### src/rtl/maroc_sc_pkg.sv
// Shared constants, state encoding and helpers for the MAROC slow-control readback checker.
package maroc_sc_pkg;

  localparam int FRAME_LEN = 829;
  localparam int IDX_W     = 10;

  localparam logic [IDX_W-1:0] NO_ERR_IDX = 10'd1023;
  localparam logic [IDX_W-1:0] LAST_IDX   = IDX_W'(FRAME_LEN - 1);

  typedef enum logic [1:0] {
    ST_IDLE,
    ST_SKIP,
    ST_CAPTURE,
    ST_DONE
  } sc_state_e;

  // The error count stops at the all-ones code instead of wrapping.
  function automatic logic [IDX_W-1:0] sat_inc(input logic [IDX_W-1:0] v);
    return (v == NO_ERR_IDX) ? v : v + IDX_W'(1);
  endfunction

endpackage

### src/rtl/sc_edge_det.sv
// Brings the slow-control shift clock into the system clock domain and flags each rising edge.
module sc_edge_det (
  input  logic clk_i,
  input  logic rst_i,
  input  logic ck_sc_i,
  output logic bit_strobe
);

  logic sync1_q;
  logic sync2_q;

  always_ff @(posedge clk_i or posedge rst_i) begin
    if (rst_i) begin
      sync1_q <= 1'b0;
      sync2_q <= 1'b0;
    end else begin
      sync1_q <= ck_sc_i;
      sync2_q <= sync1_q;
    end
  end

  assign bit_strobe = sync1_q & ~sync2_q;

endmodule

### src/rtl/maroc_sc_readback.sv
// Captures the MAROC slow-control chain returned on Q_SC and compares it bit by bit with frame_ref.
// Define SC_READBACK_CAPTURE_EN to also expose the captured frame on rd_frame.
module maroc_sc_readback
  import maroc_sc_pkg::*;
(
  input  logic                 CK_in,
  input  logic                 rst,
  input  logic                 start,
  input  logic                 abort,
  input  logic [FRAME_LEN-1:0] frame_ref,
  input  logic [IDX_W-1:0]     pre_skip,
  input  logic                 CK_SC,
  input  logic                 Q_SC,
  output logic                 busy,
  output logic                 done,
  output logic                 match,
  output logic [IDX_W-1:0]     err_count,
  output logic [IDX_W-1:0]     first_err_idx
`ifdef SC_READBACK_CAPTURE_EN
  ,
  output logic [FRAME_LEN-1:0] rd_frame
`endif
);

  sc_state_e            state_q;
  logic [FRAME_LEN-1:0] frame_q;
  logic [IDX_W-1:0]     skip_q;
  logic [IDX_W-1:0]     bit_idx_q;
  logic [IDX_W-1:0]     err_q;
  logic [IDX_W-1:0]     first_err_q;
  logic                 match_q;
  logic                 done_q;

  logic                 bit_strobe;
  logic                 accept;
  logic                 mismatch;
  logic [IDX_W-1:0]     err_d;

  sc_edge_det u_edge (
    .clk_i      (CK_in),
    .rst_i      (rst),
    .ck_sc_i    (CK_SC),
    .bit_strobe (bit_strobe)
  );

  assign accept   = (state_q == ST_IDLE) && start && !abort;
  assign mismatch = Q_SC ^ frame_q[bit_idx_q];
  assign err_d    = mismatch ? sat_inc(err_q) : err_q;

  // Reference is latched once per readback so frame_ref may change during a capture.
  always_ff @(posedge CK_in) begin
    if (accept) begin
      frame_q <= frame_ref;
    end
  end

  always_ff @(posedge CK_in or posedge rst) begin
    if (rst) begin
      state_q     <= ST_IDLE;
      skip_q      <= '0;
      bit_idx_q   <= '0;
      err_q       <= '0;
      first_err_q <= NO_ERR_IDX;
      match_q     <= 1'b0;
      done_q      <= 1'b0;
    end else begin
      done_q <= 1'b0;
      unique case (state_q)
        ST_IDLE: begin
          if (accept) begin
            skip_q      <= pre_skip;
            bit_idx_q   <= '0;
            err_q       <= '0;
            first_err_q <= NO_ERR_IDX;
            match_q     <= 1'b0;
            state_q     <= (pre_skip == '0) ? ST_CAPTURE : ST_SKIP;
          end
        end
        ST_SKIP: begin
          if (abort) begin
            match_q <= 1'b0;
            state_q <= ST_IDLE;
          end else if (bit_strobe) begin
            skip_q <= skip_q - IDX_W'(1);
            if (skip_q == IDX_W'(1)) begin
              state_q <= ST_CAPTURE;
            end
          end
        end
        ST_CAPTURE: begin
          if (abort) begin
            match_q <= 1'b0;
            state_q <= ST_IDLE;
          end else if (bit_strobe) begin
            err_q     <= err_d;
            bit_idx_q <= bit_idx_q + IDX_W'(1);
            if (mismatch && (first_err_q == NO_ERR_IDX)) begin
              first_err_q <= bit_idx_q;
            end
            // Verdict includes the final bit so match is valid alongside done.
            if (bit_idx_q == LAST_IDX) begin
              match_q <= (err_d == '0);
              done_q  <= 1'b1;
              state_q <= ST_DONE;
            end
          end
        end
        ST_DONE: begin
          state_q <= ST_IDLE;
        end
        default: begin
          state_q <= ST_IDLE;
        end
      endcase
    end
  end

`ifdef SC_READBACK_CAPTURE_EN
  logic [FRAME_LEN-1:0] rd_frame_q;

  always_ff @(posedge CK_in or posedge rst) begin
    if (rst) begin
      rd_frame_q <= '0;
    end else if ((state_q == ST_CAPTURE) && bit_strobe && !abort) begin
      rd_frame_q <= {Q_SC, rd_frame_q[FRAME_LEN-1:1]};
    end
  end

  assign rd_frame = rd_frame_q;
`endif

  assign busy          = (state_q == ST_SKIP) || (state_q == ST_CAPTURE);
  assign done          = done_q;
  assign match         = match_q;
  assign err_count     = err_q;
  assign first_err_idx = first_err_q;

endmodule

### config.mk
export PLATFORM = sky130hd
export DESIGN_NAME = maroc_sc_readback
export DESIGN_NICKNAME = d
export VERILOG_FILES = /design/src/rtl/maroc_sc_pkg.sv /design/src/rtl/sc_edge_det.sv /design/src/rtl/maroc_sc_readback.sv
export SDC_FILE = /design/constraint.sdc
export NUM_CORES = 1
export LEC_CHECK = 0
export CAP_MARGIN = 20
export CORE_MARGIN = 5
export CORE_UTILIZATION = 30
export DETAILED_ROUTE_END_ITERATION = 10
export HOLD_SLACK_MARGIN = 0.05
export PLACE_DENSITY = 0.64
export REMOVE_ABC_BUFFERS = 1
export SYNTH_ARGS = -nofsm -noshare
export SYNTH_HDL_FRONTEND = slang
export SYNTH_HIERARCHICAL = 1
export SYNTH_SLANG_ARGS = --single-unit
### constraint.sdc
create_clock -name CK_in -period 70.2 [get_ports CK_in]
set_clock_uncertainty 0.1 [all_clocks]
set_input_delay 14.04 -clock CK_in [delete_from_list [all_inputs] [get_ports CK_in]]
set_output_delay 14.04 -clock CK_in [all_outputs]
set_load 0.05 [all_outputs]
==> results of run 1 <==
[worst max-delay path by stage]
stage / startpoint / to / slack, ns / cells past startpoint
after floorplan: abort / frame_q[0] / 19.58 / 2
after global placement: abort / frame_q[443] / 51.49 / 6
after detailed placement: abort / frame_q[440] / 51.42 / 6
after CTS: abort / frame_q[299] / 52.14 / 6
after global routing: abort / frame_q[299] / 51.83 / 6
final: abort / frame_q[315] / 51.93 / 6
[placed cells by master, fill, tap and decap left out, types with 5 or more instances in the layout]
cell,Yosys,layout
sky130_fd_sc_hd__a22o_1,7,7
sky130_fd_sc_hd__inv_1,25,23
sky130_fd_sc_hd__nand3_1,24,24
sky130_fd_sc_hd__nor4_1,14,14
sky130_fd_sc_hd__o221ai_1,6,6
sky130_fd_sc_hd__nor3_1,16,16
sky130_fd_sc_hd__nor2b_1,24,24
sky130_fd_sc_hd__edfxtp_1,829,829
sky130_fd_sc_hd__and2_1,10,10
sky130_fd_sc_hd__o21ai_1,7,7
sky130_fd_sc_hd__clkbuf_1,34,25
sky130_fd_sc_hd__a22oi_1,43,43
sky130_fd_sc_hd__ha_1,9,9
sky130_fd_sc_hd__nand2b_1,10,10
sky130_fd_sc_hd__dfstp_2,10,10
sky130_fd_sc_hd__mux2i_1,75,75
sky130_fd_sc_hd__a31oi_1,9,9
sky130_fd_sc_hd__nor3b_1,7,7
sky130_fd_sc_hd__clkinv_1,2,19
sky130_fd_sc_hd__mux4_2,192,192
sky130_fd_sc_hd__a221oi_1,8,8
sky130_fd_sc_hd__nand2_1,44,44
sky130_fd_sc_hd__o21ai_0,22,22
sky130_fd_sc_hd__clkinv_2,0,17
sky130_fd_sc_hd__a41oi_1,9,9
sky130_fd_sc_hd__xor2_1,5,5
sky130_fd_sc_hd__diode_2,0,19
sky130_fd_sc_hd__and3_1,10,10
sky130_fd_sc_hd__buf_4,11,32
sky130_fd_sc_hd__clkdlybuf4s50_1,0,867
sky130_fd_sc_hd__clkbuf_16,0,95
sky130_fd_sc_hd__o22ai_1,9,9
sky130_fd_sc_hd__nand4_1,7,7
sky130_fd_sc_hd__mux2_2,7,7
sky130_fd_sc_hd__a21oi_1,39,39
sky130_fd_sc_hd__dfrtp_1,36,31
sky130_fd_sc_hd__or3_1,5,5
sky130_fd_sc_hd__nor2_1,54,53
[state kept, by name, indices dropped and copies added (netlist names)]
register and cells:
skip_q 10, match 1, bit_idx_q 10, u_edge/sync1_q 1, u_edge/sync2_q 1, state_q 2
err_count 10, done 1, frame_q 829, first_err_idx 10
[metal layers]
| layer | track usage, % | vias to the layer above | share of wire [%] |
|---|---|---|---|
| li1 | - | 9024 | - |
| met1 | 22.3 | 10400 | 38 |
| met2 | 33.0 | 779 | 52 |
| met3 | 4.63 | 150 | 6.7 |
| met4 | 4.94 | 4 | 2.4 |
| met5 | 0 | - | 0.022 |
[cell type report]
class	count	area (um^2)
sequential	875	26100
tap	1512	1890
fill	10200	66400
multi-input combinational	731	8010
antenna	19	47.5
clock buffer	122	2500
timing repair buffer	904	9010
clock inverter	48	435
inverter	28	105
[cells by family (layout without fill, tap and decap cells)]
| logic type | count (synthesis) | after routing | share of synthesized area (%) |
|---|---|---|---|
| AOI/OAI and AO/OA | 204 | 204 | 4.15 |
| xor gates and xnor gates | 7 | 7 | 0.177 |
| adders and majority gates | 9 | 9 | 0.325 |
| buffers and inverters | 120 | 1102 | 1.68 |
| DFF | 875 | 875 | 75.2 |
| muxes | 274 | 274 | 14.9 |
| other | 0 | 19 | 0 |
| and+or+nand+nor | 237 | 237 | 3.57 |
[where the power goes]
part | switching [uW] | internal, uW | total, uW
clock | 208 | 264 | 473
sequential | 30.2 | 646 | 676
combinational | 207 | 175 | 382
total | 446 | 1090 | 1530
[worst max-delay path, cell delays in order]
cell                              delay (ns)
sky130_fd_sc_hd__clkdlybuf4s50_1        0.47
sky130_fd_sc_hd__nand2b_1               0.25
sky130_fd_sc_hd__nor2_4                 0.77
sky130_fd_sc_hd__buf_12                 0.48
sky130_fd_sc_hd__buf_12                 0.66
sky130_fd_sc_hd__buf_4                  0.96
[metrics by stage]
stage / setup slack, ns / power, uW / area, um^2 / hold slack [ns]
6_report: 51.93 / 1530 / 48100 / 0.291
5_1_grt: 51.83 / 1600 / 48100 / 0.307
4_1_cts: 52.14 / 1550 / 48000 / 0.295
3_5_place_dp: 51.42 / 1080 / 45100 / 0.274
3_3_place_gp: 51.49 / 1070 / 45100 / 0.270
2_1_floorplan: 19.58 / 1030 / 34200 / 0.254
[synth_stat cells (10+ instances only)]
master / count / area share (%)
sky130_fd_sc_hd__and3_1: 10 / 0.18
sky130_fd_sc_hd__mux4_2: 192 / 12
sky130_fd_sc_hd__edfxtp_1: 829 / 72
sky130_fd_sc_hd__nor2_1: 54 / 0.59
sky130_fd_sc_hd__clkbuf_1: 34 / 0.37
sky130_fd_sc_hd__nor3_1: 16 / 0.23
sky130_fd_sc_hd__dfstp_2: 10 / 0.76
sky130_fd_sc_hd__nand2_1: 44 / 0.48
sky130_fd_sc_hd__a22oi_1: 43 / 0.93
sky130_fd_sc_hd__buf_2: 31 / 0.45
sky130_fd_sc_hd__a21oi_1: 39 / 0.56
sky130_fd_sc_hd__mux2i_1: 75 / 2.2
sky130_fd_sc_hd__nand2b_1: 10 / 0.18
sky130_fd_sc_hd__nand3_1: 24 / 0.35
sky130_fd_sc_hd__nor4_1: 14 / 0.25
sky130_fd_sc_hd__inv_1: 25 / 0.27
sky130_fd_sc_hd__buf_4: 11 / 0.24
sky130_fd_sc_hd__nor2b_1: 24 / 0.43
sky130_fd_sc_hd__and2_1: 10 / 0.18
sky130_fd_sc_hd__dfrtp_1: 36 / 2.6
sky130_fd_sc_hd__o21ai_0: 22 / 0.32
==> impl_metrics.csv, run 1 <==
group,metric,value,unit
routing,vias,20300,
logic_synthesis,postSynthCellCount,1726,
floorplan,die_w,350,um
logic_synthesis,portion_of_the_post_synthesis_area_used_by_sequential_elements,75.2,%
power,p_per_area,31.8,nW/um^2
routing,routedWlPerCell,27.4,um
layout,final_layout_size_suffix_gt1_share,14.4,%
sta,final-max-slew-violation-count,0,
layout,fin_util,42.0,%
routing,post_route_drc,0,
power,cellLeakagePower,0.0154,uW
critical_path,endpoint_kind,"flip-flop",
global_route,grt_util_all_layers,18.5,%
logic_synthesis,synth-edff-count,829,
placement,buffer_ports.inserted,867,
critical_path,worst_ep_arrival_time,18.45,ns
global_route,grt_pass1_vias,22000,
sta,period_needed,18.27,ns
clock_tree,tritoncts_clock_tree,"yes",
sta,fmaxAchievable,0.0547,GHz
critical_path,path_max_fanout,184,
sta,setup-tns-final,0,ns
routing,drt-total-wl,116,mm
routing,post_drt_via_cell_ratio,4.80,
logic_synthesis,synth_async_sr_flop_share,5.26,%
routing,final_antenna_net_count,0,
run_status,run_status,"completed",
sta,hold_viol,0,
clock_tree,postCtsSetupRepairBufs,0,
floorplan,fp.dieArea,122000,um^2
clock_tree,numCtsBuffers,95,
layout,finalNonFillerCells,4239,
placement,routabilityCongestion,0.831,
global_route,number_of_antenna_violations_at_the_first_check_in_global_routing,25,
clock_tree,clock-root-buffer,"sky130_fd_sc_hd__clkbuf_16",
hold_path,hold_depth,0,
hold_path,start_point_of_the_worst_hold_path,"u_edge/sync1_q",
layout,area.growth.synth_to_final,38.8,%
sta,setup_viol,0,
logic_synthesis,synth_seq_cells,875,
layout,final_net_count,3489,
clock_tree,cts-htree-levels,3,
clock_tree,count_of_instances_resized_after_the_clock_tree_is_built,0,
clock_tree,worst_skew_pair_latency,0.67,ns
global_route,grt_max_degree,185,
floorplan,ios,868,
global_route,wire_length_of_the_first_global_routing_pass,160,mm
critical_path,regToRegStartpoint,"bit_idx_q[0]",
clock_tree,cts_max_path_buffers,3,
logic_synthesis,synthFlopType,"sky130_fd_sc_hd__edfxtp_1",
hold_path,worstHoldEndpoint,"u_edge/sync2_q",
logic_synthesis,postSynthAreaPerCell,20.1,um^2
power,ir_drop,21.1,uV
sta,layout_worst_path_cycle_share,26.0,%
clock_tree,clock_transition_at_path_regs,0.06,ns
critical_path,critical_path_required,70.39,ns
run,drv.max_cap_violation_count,0,
routing,first_iter_violations,1800,
sta,slew_headroom,23.3,%
sta,worstMarginPinSlew,1.15,ns
critical_path,setup.worst_path.start_class,"primary input",
placement,dp.cells,4049,
hold_path,holdCritPathClass,"flip-flop to flip-flop",
logic_synthesis,yosys_warnings,6,
routing,drtPass1Iterations,5,
global_route,grt_overflow,0,
floorplan,die_height,350,um
floorplan,floorplan.rows,124,
sta,grt_setup_unrepaired,"no",
critical_path,timing.setup.critical_path_class,"primary input to flip-flop",
logic_synthesis,mappedNetlistArea,34600,um^2
critical_path,ff2ff_path_depth,14,
clock_tree,cts_hold_buffers,0,
clock_tree,clock_sink_count,875,
floorplan,design.core.area,115000,um^2
critical_path,r2r_end,"first_err_idx[1]",
logic_synthesis,synth_cell_type_count,74,
floorplan,initial_utilization,30.3,%
placement,dp_hpwl,87.8,mm
critical_path,r2r_slack,62.50,ns
Power figures use the tool's default switching activity.
==> run 2: changes to the inputs <==
--- a/config.mk
+++ b/config.mk
@@ -10,7 +10,7 @@
 export CORE_UTILIZATION = 30
 export DETAILED_ROUTE_END_ITERATION = 10
 export HOLD_SLACK_MARGIN = 0.05
-export PLACE_DENSITY = 0.64
+export PLACE_DENSITY = 0.66
 export REMOVE_ABC_BUFFERS = 1
 export SYNTH_ARGS = -nofsm -noshare
 export SYNTH_HDL_FRONTEND = slang
==> constraint.sdc (replaced) <==
create_clock -name CK_in -period 16 [get_ports CK_in]
set_clock_uncertainty 0.1 [all_clocks]
set_input_delay 3.2 -clock CK_in [delete_from_list [all_inputs] [get_ports CK_in]]
set_output_delay 3.2 -clock CK_in [all_outputs]
set_load 0.05 [all_outputs]
==> impl_metrics.csv, run 2 (synthesis gave the netlist of run 1 again) <==
group,metric,value,unit
hold_path,holdCritPathClass,"flip-flop to flip-flop",
critical_path,critical_path_required,16.46,ns
sta,setup_viol,0,
placement,pre_cts_slack,8.71,ns
placement,buffer_ports.inserted,867,
layout,area.growth.synth_to_final,39.0,%
routing,drtPass1Iterations,5,
clock_tree,cts_max_path_buffers,3,
critical_path,cpMaxStageDelayCell,"sky130_fd_sc_hd__buf_4",
clock_tree,tritoncts_clock_tree,"yes",
hold_path,worstHoldEndpoint,"u_edge/sync2_q",
clock_tree,clock_sink_count,875,
global_route,number_of_antenna_violations_at_the_first_check_in_global_routing,29,
routing,final_antenna_net_count,0,
critical_path,worst_ep_arrival_time,7.25,ns
routing,first_iter_violations,1980,
global_route,grt_max_degree,198,
critical_path,regToRegStartpoint,"bit_idx_q[1]",
floorplan,fp.dieArea,122000,um^2
global_route,wire_length_of_the_first_global_routing_pass,161,mm
sta,fmaxAchievable,0.147,GHz
placement,dp_hpwl,88.0,mm
sta,final-max-slew-violation-count,0,
sta,period_needed,6.79,ns
layout,final_net_count,3483,
clock_tree,clock-root-buffer,"sky130_fd_sc_hd__clkbuf_16",
power,seqPwrFrac,43.9,%
power,ir_drop,91.8,uV
critical_path,path_max_fanout,45,
critical_path,cp-startpoint,"bit_idx_q[1]",
critical_path,setup.worst_path.start_class,"flip-flop",
layout,largest-register,"frame_q",
clock_tree,numCtsBuffers,95,
floorplan,ios,868,
sta,setup-tns-final,0,ns
power,net-switching-power,1930,uW
power,clkPwrFrac,31.7,%
floorplan,initial_utilization,30.3,%
layout,layout.cells.most_common,"sky130_fd_sc_hd__clkdlybuf4s50_1",
routing,post_route_drc,0,
clock_tree,postCtsSetupRepairBufs,0,
floorplan,die_w,350,um
run,drv.max_cap_violation_count,0,
clock_tree,cts_hold_buffers,0,
sta,worstMarginPinSlew,1.17,ns
run_status,run_status,"completed",
critical_path,timing.setup.critical_path_class,"flip-flop to flip-flop",
floorplan,floorplan.rows,124,
clock_tree,count_of_instances_resized_after_the_clock_tree_is_built,0,
global_route,grt_pass1_vias,21800,
routing,routedWlPerCell,27.7,um
routing,vias,20500,
placement,placed_area,45100,um^2
routing,post_drt_via_cell_ratio,4.84,
power,power_frac_comb,24.4,%
critical_path,timing.critical_path.slowest_cell_delay,0.74,ns
layout,commonest_cells_after_routing_fill_and_taps_aside,"sky130_fd_sc_hd__clkdlybuf4s50_1 (867), sky130_fd_sc_hd__edfxtp_1 (829), sky130_fd_sc_hd__mux4_2 (192), sky130_fd_sc_hd__clkbuf_16 (96), sky130_fd_sc_hd__mux2i_1 (75)",
power,p_int,4830,uW
hold_path,start_point_of_the_worst_hold_path,"u_edge/sync1_q",
critical_path,endpoint_kind,"flip-flop",
clock_tree,clock_transition_at_path_regs,0.06,ns
layout,final_layout_size_suffix_gt1_share,14.0,%
placement,routabilityCongestion,0.869,
clock_tree,cts-htree-levels,3,
layout,largest_register_ff_count,829,
critical_path,r2r_end,"match",
power,p_per_area,141,nW/um^2
critical_path,critPathMostFrequentCell,"sky130_fd_sc_hd__buf_4",
sta,grt_setup_unrepaired,"no",
floorplan,die_height,350,um
power,switching_share_of_total_power,28.6,%
critical_path,r2r_slack,9.21,ns
sta,timing.final.ws_setup,9.21,ns
sta,hold_viol,0,
sta,layout_worst_path_cycle_share,42.5,%
critical_path,ff2ff_path_depth,14,
routing,drt-total-wl,117,mm
global_route,grt_overflow,0,
global_route,grt_util_all_layers,18.6,%
hold_path,hold_depth,0,
critical_path,critical_path.cell_chain,"buf_4 -> buf_4 -> buf_4 -> nor2b_1 -> a22oi_1 -> and3_1 -> o32a_1 -> o311a_1 -> or4_1 -> and4_4 -> a211o_1 -> nor4_1 -> o221ai_1 -> o41ai_2",
floorplan,design.core.area,115000,um^2
power,cellLeakagePower,0.0154,uW
sta,slew_headroom,22.1,%
clock_tree,worst_skew_pair_latency,0.68,ns
layout,design_area,48200,um^2
==> run 2: metrics by stage <==
stage	hold WS, ns	power [uW]	cells	util (%)
CTS	0.282	6870	4219	42.0
finish	0.278	6770	4241	42.1
floorplan	0.254	4530	1634	-
global placement	0.270	4680	4041	39.3
global route	0.301	7070	4235	42.0
detailed placement	0.266	4710	4044	39.4
==> run 2: worst max-delay path, delay by kind of cell (launching register included) <==
| family | cells | cell delay [ns] |
|---|---|---|
| and+or+nand+nor | 5 | 1.98 |
| buffers and inverters | 3 | 1.90 |
| DFF | 1 | 0.65 |
| AOI/OAI and AO/OA | 6 | 1.90 |
==> run 2: cell type report <==
class | instances | area (um^2)
clock inverters | 52 | 537
fillers | 10100 | 66300
multi-input cells | 731 | 8010
inverters | 28 | 105
clock buffers | 123 | 2500
repair buffers | 898 | 8970
diodes | 22 | 55.1
flip-flops and latches | 875 | 26100
well taps | 1512 | 1890
==> run 2: how the worst max path moves through the flow <==
stage	to	slack [ns]	cells after the start
floorplan	frame_q[0]	-23.78	2
global placement	frame_q[88]	8.80	6
detailed placement	frame_q[80]	8.71	6
CTS	match	8.87	14
global route	match	8.54	14
finish	match	9.21	14
==> run 2: power by group through the flow <==
| stage | Sequential, uW | Combinational [uW] | Clock (uW) |
|---|---|---|---|
| 6_report | 2970 | 1650 | 2140 |
| 5_1_grt | 3000 | 1780 | 2300 |
| 4_1_cts | 2980 | 1690 | 2200 |
| 3_5_place_dp | 3020 | 1680 | 0 |
| 3_3_place_gp | 3010 | 1670 | 0 |
| 2_1_floorplan | 3510 | 1020 | 0 |
==> run 2: routing by layer <==
layer  track usage (%)  routed length, um  vias to the layer above
met4              5.90               3440                        2
met2              32.6              60500                      921
met1              22.4              43800                    10500
met3              5.02               9680                      153
li1                  -                  -                     9014
met5                 0                 13                        -
==> run 3: changes to the inputs <==
==> constraint.sdc (replaced) <==
create_clock -name CK_in -period 5.9 [get_ports CK_in]
set_clock_uncertainty 0.1 [all_clocks]
set_input_delay 1.18 -clock CK_in [delete_from_list [all_inputs] [get_ports CK_in]]
set_output_delay 1.18 -clock CK_in [all_outputs]
set_load 0.05 [all_outputs]
==> impl_metrics.csv, run 3 (synthesis gave the netlist of run 1 again) <==
group,metric,value,unit
critical_path,setup.worst_path.start_class,"flip-flop",
routing,vias,20800,
clock_tree,clock_sink_count,875,
critical_path,endpoint_kind,"flip-flop",
sta,slew_headroom,25.6,%
floorplan,initial_utilization,30.3,%
power,totalPowerFinal,18700,uW
clock_tree,cts_hold_buffers,0,
global_route,grt_overflow,0,
sta,layout_worst_path_cycle_share,92.3,%
sta,final-max-slew-violation-count,0,
routing,drt-total-wl,121,mm
clock_tree,cts_max_path_buffers,3,
floorplan,floorplan.rows,124,
routing,post_route_drc,0,
placement,buffer_ports.inserted,867,
sta,period_needed,5.45,ns
layout,nFillCells,10100,
floorplan,fp.dieArea,122000,um^2
layout,largest-register,"frame_q",
sta,grt_setup_unrepaired,"no",
sta,worstMarginPinSlew,1.11,ns
layout,commonest_cells_after_routing_fill_and_taps_aside,"sky130_fd_sc_hd__clkdlybuf4s50_1 (867), sky130_fd_sc_hd__edfxtp_1 (829), sky130_fd_sc_hd__mux4_2 (192), sky130_fd_sc_hd__clkbuf_16 (95), sky130_fd_sc_hd__mux2i_1 (75)",
layout,layout.cells.most_common,"sky130_fd_sc_hd__clkdlybuf4s50_1",
global_route,grt_util_all_layers,19.1,%
floorplan,die_w,350,um
critical_path,critical_path_required,6.37,ns
floorplan,ios,868,
routing,routedWlPerCell,28.2,um
placement,dp_hpwl,92.5,mm
layout,area.sequential,26100,um^2
critical_path,worst_ep_arrival_time,5.92,ns
sta,setup-tns-final,0,ns
run,drv.max_cap_violation_count,0,
global_route,grt_pass1_vias,22400,
critical_path,timing.setup.critical_path_class,"flip-flop to flip-flop",
layout,final_net_count,3525,
sta,finalHoldWorstSlack,0.298,ns
critical_path,path_max_fanout,38,
clock_tree,count_of_instances_resized_after_the_clock_tree_is_built,0,
global_route,grt_max_degree,116,
layout,area.growth.synth_to_final,40.4,%
sta,setup_viol,0,
layout,multi_input_area,8020,um^2
clock_tree,worst_skew_pair_latency,0.67,ns
power,switching_share_of_total_power,29.0,%
clock_tree,postCtsSetupRepairBufs,0,
clock_tree,cts-htree-levels,3,
global_route,number_of_antenna_violations_at_the_first_check_in_global_routing,34,
power,power_frac_comb,25.2,%
routing,final_antenna_net_count,0,
power,cellLeakagePower,0.0157,uW
run_status,run_status,"completed",
layout,largest_register_ff_count,829,
power,ir_drop,209,uV
placement,routabilityCongestion,0.835,
clock_tree,clock_transition_at_path_regs,0.07,ns
power,clkPwrFrac,31.6,%
clock_tree,numCtsBuffers,94,
routing,first_iter_violations,1900,
floorplan,die_height,350,um
hold_path,holdCritPathClass,"flip-flop to flip-flop",
sta,fmaxAchievable,0.184,GHz
routing,post_drt_via_cell_ratio,4.86,
power,seqPwrFrac,43.2,%
power,p_int,13300,uW
sta,hold_viol,0,
power,net-switching-power,5410,uW
floorplan,design.core.area,115000,um^2
clock_tree,clock-root-buffer,"sky130_fd_sc_hd__clkbuf_16",
global_route,wire_length_of_the_first_global_routing_pass,164,mm
power,p_per_area,384,nW/um^2
layout,final_layout_size_suffix_gt1_share,15.8,%
routing,drtPass1Iterations,5,
clock_tree,tritoncts_clock_tree,"yes",
run 3: changes by cell type in the layout (fill, tap and decap cells not counted), sizes merged:
cell,delta
buf,+43
clkbuf,-4
bufinv,+1
inv,-2
diode,+8
run 3: final cells by class:
class	count	share of cell area [%]
clock buffers	119	5.15
diodes	30	0.154
clock inverters	51	1.16
multi-input cells	731	16.5
inverters	28	0.216
flip-flops and latches	875	53.6
well taps	1512	3.89
repair buffers	941	19.4
run 3: power by group through the flow:
stage / clock [uW] / sequential [uW] / combinational (uW)
after CTS: 6050 / 8100 / 4800
after global placement: 0 / 8200 / 4750
after detailed placement: 0 / 8220 / 4790
after floorplan: 0 / 8780 / 2580
after global routing: 6320 / 8140 / 5040
final: 5900 / 8080 / 4710
run 3: path summary, 6_finish.rpt:
| check | from | endpoint | slack (ns) | cells after the start |
|---|---|---|---|---|
| setup / recovery | bit_idx_q[0] | match | 0.45 | 12 |
| hold / removal | u_edge/sync1_q | u_edge/sync2_q | 0.30 | 0 |
| setup reg to reg | bit_idx_q[0] | match | 0.45 | 12 |
| hold reg to reg | u_edge/sync1_q | u_edge/sync2_q | 0.30 | 0 |
| max in group asynchronous | rst | bit_idx_q[2] | 4.32 | 3 |
| min in group asynchronous | rst | u_edge/sync1_q | 0.58 | 2 |
run 3: through the flow:
step	cell area [um^2]	setup slack, ns	utilization, %	std cells
after floorplan	34200	-31.86	-	1634
after global placement	45500	0.272	39.7	4085
after detailed placement	45500	0.269	39.7	4087
after CTS	48600	0.262	42.4	4257
after global routing	48600	0.253	42.5	4279
final	48600	0.454	42.5	4287
run 3: critical path: stages, from the launching register on:
cell and delay [ns]:
sky130_fd_sc_hd__dfrtp_4 0.81, sky130_fd_sc_hd__buf_12 0.34, sky130_fd_sc_hd__buf_12 0.23, sky130_fd_sc_hd__mux4_2 0.52, sky130_fd_sc_hd__a22o_1 0.25, sky130_fd_sc_hd__a221oi_1 0.57
sky130_fd_sc_hd__o221ai_1 0.43, sky130_fd_sc_hd__a32oi_1 0.43, sky130_fd_sc_hd__a21oi_1 0.19, sky130_fd_sc_hd__a2111oi_0 0.52, sky130_fd_sc_hd__mux2i_1 0.32, sky130_fd_sc_hd__o221ai_1 0.19
sky130_fd_sc_hd__o41ai_2 0.33
run 3: per-layer routing:
layer	GRT usage (%)	wire (um)	vias to the layer above
met5	0	43	-
met4	6.48	3200	6
met3	4.67	8950	154
met2	33.3	62300	895
met1	23.4	46500	10700
li1	-	-	9110
